## src/rtl/fpcvt_pkg.sv

```systemverilog
// Shared definitions for the FPCVT linear-to-float encoder: state encoding and
// the parameter derivation helpers used by fpcvt_seq and fpcvt_round.
package fpcvt_pkg;

  localparam logic [1:0] ST_IDLE  = 2'd0;
  localparam logic [1:0] ST_NORM  = 2'd1;
  localparam logic [1:0] ST_ROUND = 2'd2;
  localparam logic [1:0] ST_DONE  = 2'd3;

  // Left shifts available before the mantissa window reaches the LSB.
  function automatic int shift_max(input int in_w, input int man_w);
    return in_w - man_w;
  endfunction

  function automatic int exp_max(input int exp_w);
    return (1 << exp_w) - 1;
  endfunction

endpackage

```

## src/rtl/fpcvt_round.sv

```systemverilog
// Combinational round/saturate stage of the FPCVT encoder.
// Build option FPCVT_RNE_EN selects round-to-nearest-even; the default is round half up.
module fpcvt_round
  import fpcvt_pkg::*;
#(
  parameter int EXP_W = 3,
  parameter int MAN_W = 4
) (
  input  logic [MAN_W-1:0] m,
  input  logic             r,
  input  logic             s,
  input  logic [EXP_W:0]   e,
  output logic [EXP_W-1:0] exp,
  output logic [MAN_W-1:0] man,
  output logic             ovf
);

  localparam logic [EXP_W:0] E_LIM = (EXP_W+1)'(exp_max(EXP_W));

  logic up;

`ifdef FPCVT_RNE_EN
  assign up = r & (s | m[0]);
`else
  logic unused_s;
  assign unused_s = s;
  assign up       = r;
`endif

  always_comb begin
    exp = e[EXP_W-1:0];
    man = m;
    ovf = 1'b0;
    if (e > E_LIM) begin
      exp = '1;
      man = '1;
      ovf = 1'b1;
    end else if (up && (&m)) begin
      // Mantissa carry-out renormalises into the exponent, unless that overflows too.
      if (e == E_LIM) begin
        exp = '1;
        man = '1;
        ovf = 1'b1;
      end else begin
        man            = '0;
        man[MAN_W-1]   = 1'b1;
        exp            = e[EXP_W-1:0] + EXP_W'(1);
      end
    end else if (up) begin
      man = m + MAN_W'(1);
    end
  end

endmodule

```

## src/rtl/fpcvt_seq.sv

```systemverilog
// Sequential linear-to-float encoder: abs, iterative one-bit normalise, round, saturate,
// with valid/ready on both sides. Build option FPCVT_RNE_EN enables round-to-nearest-even.
module fpcvt_seq
  import fpcvt_pkg::*;
#(
  parameter int IN_W  = 12,
  parameter int EXP_W = 3,
  parameter int MAN_W = 4
) (
  input  logic             clk,
  input  logic             rst_n,
  input  logic             in_valid,
  output logic             in_ready,
  input  logic [IN_W-1:0]  in_data,
  output logic             out_valid,
  input  logic             out_ready,
  output logic             out_sign,
  output logic [EXP_W-1:0] out_exp,
  output logic [MAN_W-1:0] out_man,
  output logic             out_ovf
);

  localparam int SHIFT_MAX = shift_max(IN_W, MAN_W);
  localparam int EXP_MAX   = exp_max(EXP_W);
  localparam int LZ_W      = $clog2(SHIFT_MAX + 1);
  localparam logic [LZ_W-1:0] LZ_LAST = LZ_W'(SHIFT_MAX);

  logic [1:0]       state_q, state_d;
  logic             sign_q, sign_d;
  logic [IN_W-1:0]  mag_q, mag_d;
  logic [LZ_W-1:0]  lz_q, lz_d;
  logic             out_sign_q, out_sign_d;
  logic [EXP_W-1:0] out_exp_q, out_exp_d;
  logic [MAN_W-1:0] out_man_q, out_man_d;
  logic             out_ovf_q, out_ovf_d;

  logic             norm_done;
  logic [MAN_W-1:0] rnd_m;
  logic             rnd_r, sticky;
  logic [31:0]      e_full;
  logic [EXP_W:0]   e_rnd;
  logic [EXP_W-1:0] rnd_exp;
  logic [MAN_W-1:0] rnd_man;
  logic             rnd_ovf;

  assign norm_done = mag_q[IN_W-1] | (lz_q == LZ_LAST);
  assign rnd_m     = mag_q[IN_W-1 -: MAN_W];

  if (SHIFT_MAX > 0) begin : g_rbit
    assign rnd_r = mag_q[IN_W-1-MAN_W];
  end else begin : g_nor
    assign rnd_r = 1'b0;
  end

`ifdef FPCVT_RNE_EN
  if (IN_W - 2 - MAN_W >= 0) begin : g_sticky
    assign sticky = |mag_q[IN_W-2-MAN_W:0];
  end else begin : g_nosticky
    assign sticky = 1'b0;
  end
`else
  assign sticky = 1'b0;
`endif

  // Exponent is clamped to EXP_MAX+1 so any out-of-range value still reads as overflow.
  always_comb begin
    e_full = 32'(SHIFT_MAX) - 32'(lz_q);
    e_rnd  = (e_full > 32'(EXP_MAX)) ? (EXP_W+1)'(EXP_MAX + 1) : e_full[EXP_W:0];
  end

  fpcvt_round #(.EXP_W(EXP_W), .MAN_W(MAN_W)) u_round (
    .m   (rnd_m),
    .r   (rnd_r),
    .s   (sticky),
    .e   (e_rnd),
    .exp (rnd_exp),
    .man (rnd_man),
    .ovf (rnd_ovf)
  );

  // FSM: state register
  always_ff @(posedge clk or negedge rst_n) begin
    if (!rst_n) state_q <= ST_IDLE;
    else        state_q <= state_d;
  end

  // FSM: next state
  always_comb begin
    state_d = state_q;
    case (state_q)
      ST_IDLE:  if (in_valid)  state_d = ST_NORM;
      ST_NORM:  if (norm_done) state_d = ST_ROUND;
      ST_ROUND: state_d = ST_DONE;
      ST_DONE:  if (out_ready) state_d = ST_IDLE;
      default:  state_d = ST_IDLE;
    endcase
  end

  // FSM: outputs
  always_comb begin
    in_ready  = (state_q == ST_IDLE);
    out_valid = (state_q == ST_DONE);
  end

  always_comb begin
    sign_d     = sign_q;
    mag_d      = mag_q;
    lz_d       = lz_q;
    out_sign_d = out_sign_q;
    out_exp_d  = out_exp_q;
    out_man_d  = out_man_q;
    out_ovf_d  = out_ovf_q;
    case (state_q)
      ST_IDLE: if (in_valid) begin
        sign_d = in_data[IN_W-1];
        // The most negative code maps to 2^(IN_W-1), which fits unsigned.
        mag_d  = in_data[IN_W-1] ? (~in_data + IN_W'(1)) : in_data;
        lz_d   = '0;
      end
      ST_NORM: if (!norm_done) begin
        mag_d = mag_q << 1;
        lz_d  = lz_q + LZ_W'(1);
      end
      ST_ROUND: begin
        out_sign_d = sign_q;
        out_exp_d  = rnd_exp;
        out_man_d  = rnd_man;
        out_ovf_d  = rnd_ovf;
      end
      default: ;
    endcase
  end

  always_ff @(posedge clk or negedge rst_n) begin
    if (!rst_n) begin
      sign_q     <= 1'b0;
      mag_q      <= '0;
      lz_q       <= '0;
      out_sign_q <= 1'b0;
      out_exp_q  <= '0;
      out_man_q  <= '0;
      out_ovf_q  <= 1'b0;
    end else begin
      sign_q     <= sign_d;
      mag_q      <= mag_d;
      lz_q       <= lz_d;
      out_sign_q <= out_sign_d;
      out_exp_q  <= out_exp_d;
      out_man_q  <= out_man_d;
      out_ovf_q  <= out_ovf_d;
    end
  end

  assign out_sign = out_sign_q;
  assign out_exp  = out_exp_q;
  assign out_man  = out_man_q;
  assign out_ovf  = out_ovf_q;

endmodule

```

## config.mk

```make
export PLATFORM = sky130hd
export DESIGN_NAME = fpcvt_seq
export DESIGN_NICKNAME = d
export VERILOG_FILES = /design/src/rtl/fpcvt_pkg.sv /design/src/rtl/fpcvt_round.sv /design/src/rtl/fpcvt_seq.sv
export SDC_FILE = /design/constraint.sdc
export NUM_CORES = 1
export LEC_CHECK = 0
export ABC_AREA = 1
export CAP_MARGIN = 0
export CORE_ASPECT_RATIO = 0.5
export CORE_MARGIN = 2
export CORE_UTILIZATION = 44
export DETAILED_ROUTE_END_ITERATION = 7
export PLACE_DENSITY = 0.67
export SETUP_SLACK_MARGIN = 0.3
export SLEW_MARGIN = 20
export SYNTH_ARGS = -nofsm -noshare
export SYNTH_HDL_FRONTEND = slang
export SYNTH_SLANG_ARGS = --single-unit
```

## constraint.sdc

```tcl
create_clock -name clk -period 4.7 [get_ports clk]
set_clock_uncertainty 0.15 [all_clocks]
set_input_delay 0.47 -clock clk [delete_from_list [all_inputs] [get_ports clk]]
set_output_delay 0.47 -clock clk [all_outputs]
set_load 0.1 [all_outputs]
```

==> reports/summary.txt <==
Post-route ant nets: 0
Proportion of synthesized chip area in sequential cells: 37.06%
CP max stage delay: 1.16 ns
Worst-case reg-to-reg path depth: 12
Final Cycle Share: 59.99%
Outcome: finished, final reports clean
Post-DP HPWL: 3085 µm
Initial Utilization: 47.22%
Worst Setup Path Type: reg2out
Pwr dens: 764.4 nW/µm²
Max FO, Critical Path: 6
# diodes: 0
Commonest non-fill, non-tap cell in the layout: nand2_1
Die X: 96.70 µm
Critical path arrival: 2.20 ns
Terminus of the critical flop-to-flop path: mag_q[9]$_DFFE_PN0P_
Insertion delay to the later sink of the worst-skew pair: 0.27 ns
RSZ-0062 raised after global routing: no
Io pins: 27
Buf/Inv on CP: 2
CP required: 4.08 ns
Syn nets: 286
Number of I/O port buffers: 26
First-pass GRT wire length: 6810 µm
Synth async-reset ratio: 100.0%
MaxCap Viol Count: 0
Chip height: 50.35 µm
Sw frac: 56.13%
F_max: 354.7 MHz
Initial antenna violation count: 0
Sequential power share: 26.3%
Total GRT Usage: 17.24%
Final weighted congestion in routability-driven placement: 0.8384
Share of layout cells above drive strength 1: 8.451%
Post-DR vias/cell: 5.062
Comb power frac: 64.9%
Most frequent cells in the layout: nand2_1, inv_1, dfrtp_1
Worst Setup SP: state_q[1]$_DFFE_PN0P_
Postcts setup bufs: 0
CTS root buffer: clkbuf_8
First-pass DRT Iterations: 4
Endpoints failing hold: 0
DRT iter0 DRCs: 102
Internal power: 0.7401 mW
Hold buffers post-CTS: 0
CTS tree: yes
CTS Buffer Depth: 2
Register bit total from synthesis: 28
Vias in the first global route: 1,501
Hold path depth: 2
Clock share of power: 8.8%
RR Startpoint: state_q[1]$_DFFE_PN0P_
Area Growth Syn to Fin: 16.74%
Dpl ws: 2.181 ns
NetSw: 0.9471 mW
Peak supply drop: 0.3077 mV
P_leak: 1.086 nW
Slew headroom: 35.23%
CP endpoint kind: output port
Nets: 309
Tmin final: 2.819 ns
# fillers: 408
Total CTS buffers: 3
Endpoint, Worst Hold: out_sign$_DFFE_PN0P_
# setup viols final: 0
Synth cell types: 29
Via count: 1,711
Synth Warn #: 0
Mapped Avg Cell Area: 7.216 µm²
CP delay by family, top: buffers and inverters
Worst Tran Pin Value: 0.9685 ns
Slew Viols, Final: 0
Drc violations: 0
Pin count of the biggest net entering global routing: 29
Clock transition at path regs: 0.09 ns
Drt total wl: 3975 µm
Sinks on the clock net: 28
CP Launch Type: flip-flop
CP cell instances: inv_1 -> ha_1 -> clkdlybuf4s50_1
Post-cts gate resize count: 0
Cell count after synthesis: 262
DR WL/cell: 11.76 µm
Die area: 4869 µm²
Number of synthesized flops with an enable pin: 0
Highest-delay cell along the critical path: clkdlybuf4s50_1
Num rows: 16
GRT Residual Overflow: 0
Core area: 4004 µm²
Post-synth top flop: dfrtp_1
Worst hold start: out_sign$_DFFE_PN0P_
R2R Setup Slk: 2.26 ns
Final setup TNS: 0 ns
Final Worst Setup Slack: 1.881 ns
Htree depth: 1
Mapped Area: 1891 µm²
HP Class: reg2reg
logic make-up (layout without fill, tap and decap cells):
| kind of cell | count (synthesis) | count (layout) | share of synthesized area [%] |
|---|---|---|---|
| and+or+nand+nor | 144 | 144 | 32.96 |
| buffers and inverters | 40 | 62 | 10.32 |
| AOI/OAI and AO/OA | 37 | 37 | 12.05 |
| DFF | 28 | 28 | 37.06 |
| adders and majority gates | 8 | 8 | 5.295 |
| xor gates and xnor gates | 5 | 5 | 2.317 |
worst register-to-register path: cells and delay by family, from the launching register on:
family                     cells  cell delay (ns)
adders and majority gates      1             0.44
and+or+nand+nor                8             0.85
buffers and inverters          3             0.54
DFF                            1             0.41
sequential cells by signal (all words and copies together) (netlist names):
signal    flops
mag_q        12
lz_q          4
out_man       4
out_exp       3
state_q       2
out_ovf       1
out_sign      1
sign_q        1
power groups by stage:
stage	logic, mW	registers [mW]	clock network (mW)
CTS	1.10	0.444	0.152
floorplan	0.666	0.689	0
detailed placement	1.10	0.449	0
global placement	1.08	0.443	0
global route	1.20	0.459	0.166
finish	1.09	0.444	0.149
cell usage after synthesis (2+ instances only):
cell | count | area share (%)
nand2_2 | 4 | 1.3
buf_2 | 2 | 0.53
nand2_1 | 79 | 16
o21ai_2 | 7 | 3.2
ha_1 | 8 | 5.3
xnor2_1 | 2 | 0.93
buf_6 | 5 | 3.0
nand3_2 | 2 | 1.1
nor3_1 | 2 | 0.53
o21ai_0 | 11 | 2.9
inv_2 | 2 | 0.40
xor2_1 | 3 | 1.4
a21oi_1 | 12 | 3.2
inv_1 | 28 | 5.6
nand3_1 | 27 | 7.1
dfrtp_1 | 28 | 37
nor2_1 | 25 | 5.0
a31oi_1 | 2 | 0.66
nor2_4 | 2 | 1.2
o31ai_1 | 2 | 0.79
layer usage:
metal	routed length, µm	GRT usage (%)	vias to the layer above
li1	-	-	879
met1	2037	24.17	797
met2	1739	27.20	31
met3	170	4.039	4
met4	27	4.225	0
met5	0	0	-
how the worst max path moves through the flow:
stage / endpoint / slack (ns) / depth (start not counted)
3_5_place_dp: in_ready / 2.18 / 3
6_report: in_ready / 1.88 / 3
3_3_place_gp: in_ready / 2.21 / 3
4_1_cts: in_ready / 1.87 / 3
5_1_grt: in_ready / 1.79 / 3
2_1_floorplan: lz_q[3]$_DFFE_PN0P_ / 2.41 / 9
per-stage QoR:
step	instance area, µm²	power (mW)	std cells	hold WS, ns	util (%)
2_1_floorplan	1891	1.355	262	0.02441	-
3_3_place_gp	2152	1.519	334	0.3122	53.75
3_5_place_dp	2152	1.547	334	0.3137	53.75
4_1_cts	2207	1.699	338	0.3367	55.13
5_1_grt	2207	1.825	338	0.3707	55.13
6_report	2207	1.687	338	0.3299	55.13
layout make-up:
cell class	count	area, µm²	share of cell area, %
clock buffers	4	55.05	2.494
inverters	31	121.4	5.499
multi-input cells	194	994.7	45.07
flip-flops and latches	28	700.7	31.75
well taps	54	67.56	3.061
repair buffers	27	267.8	12.13
Power figures use the tool's default switching activity.
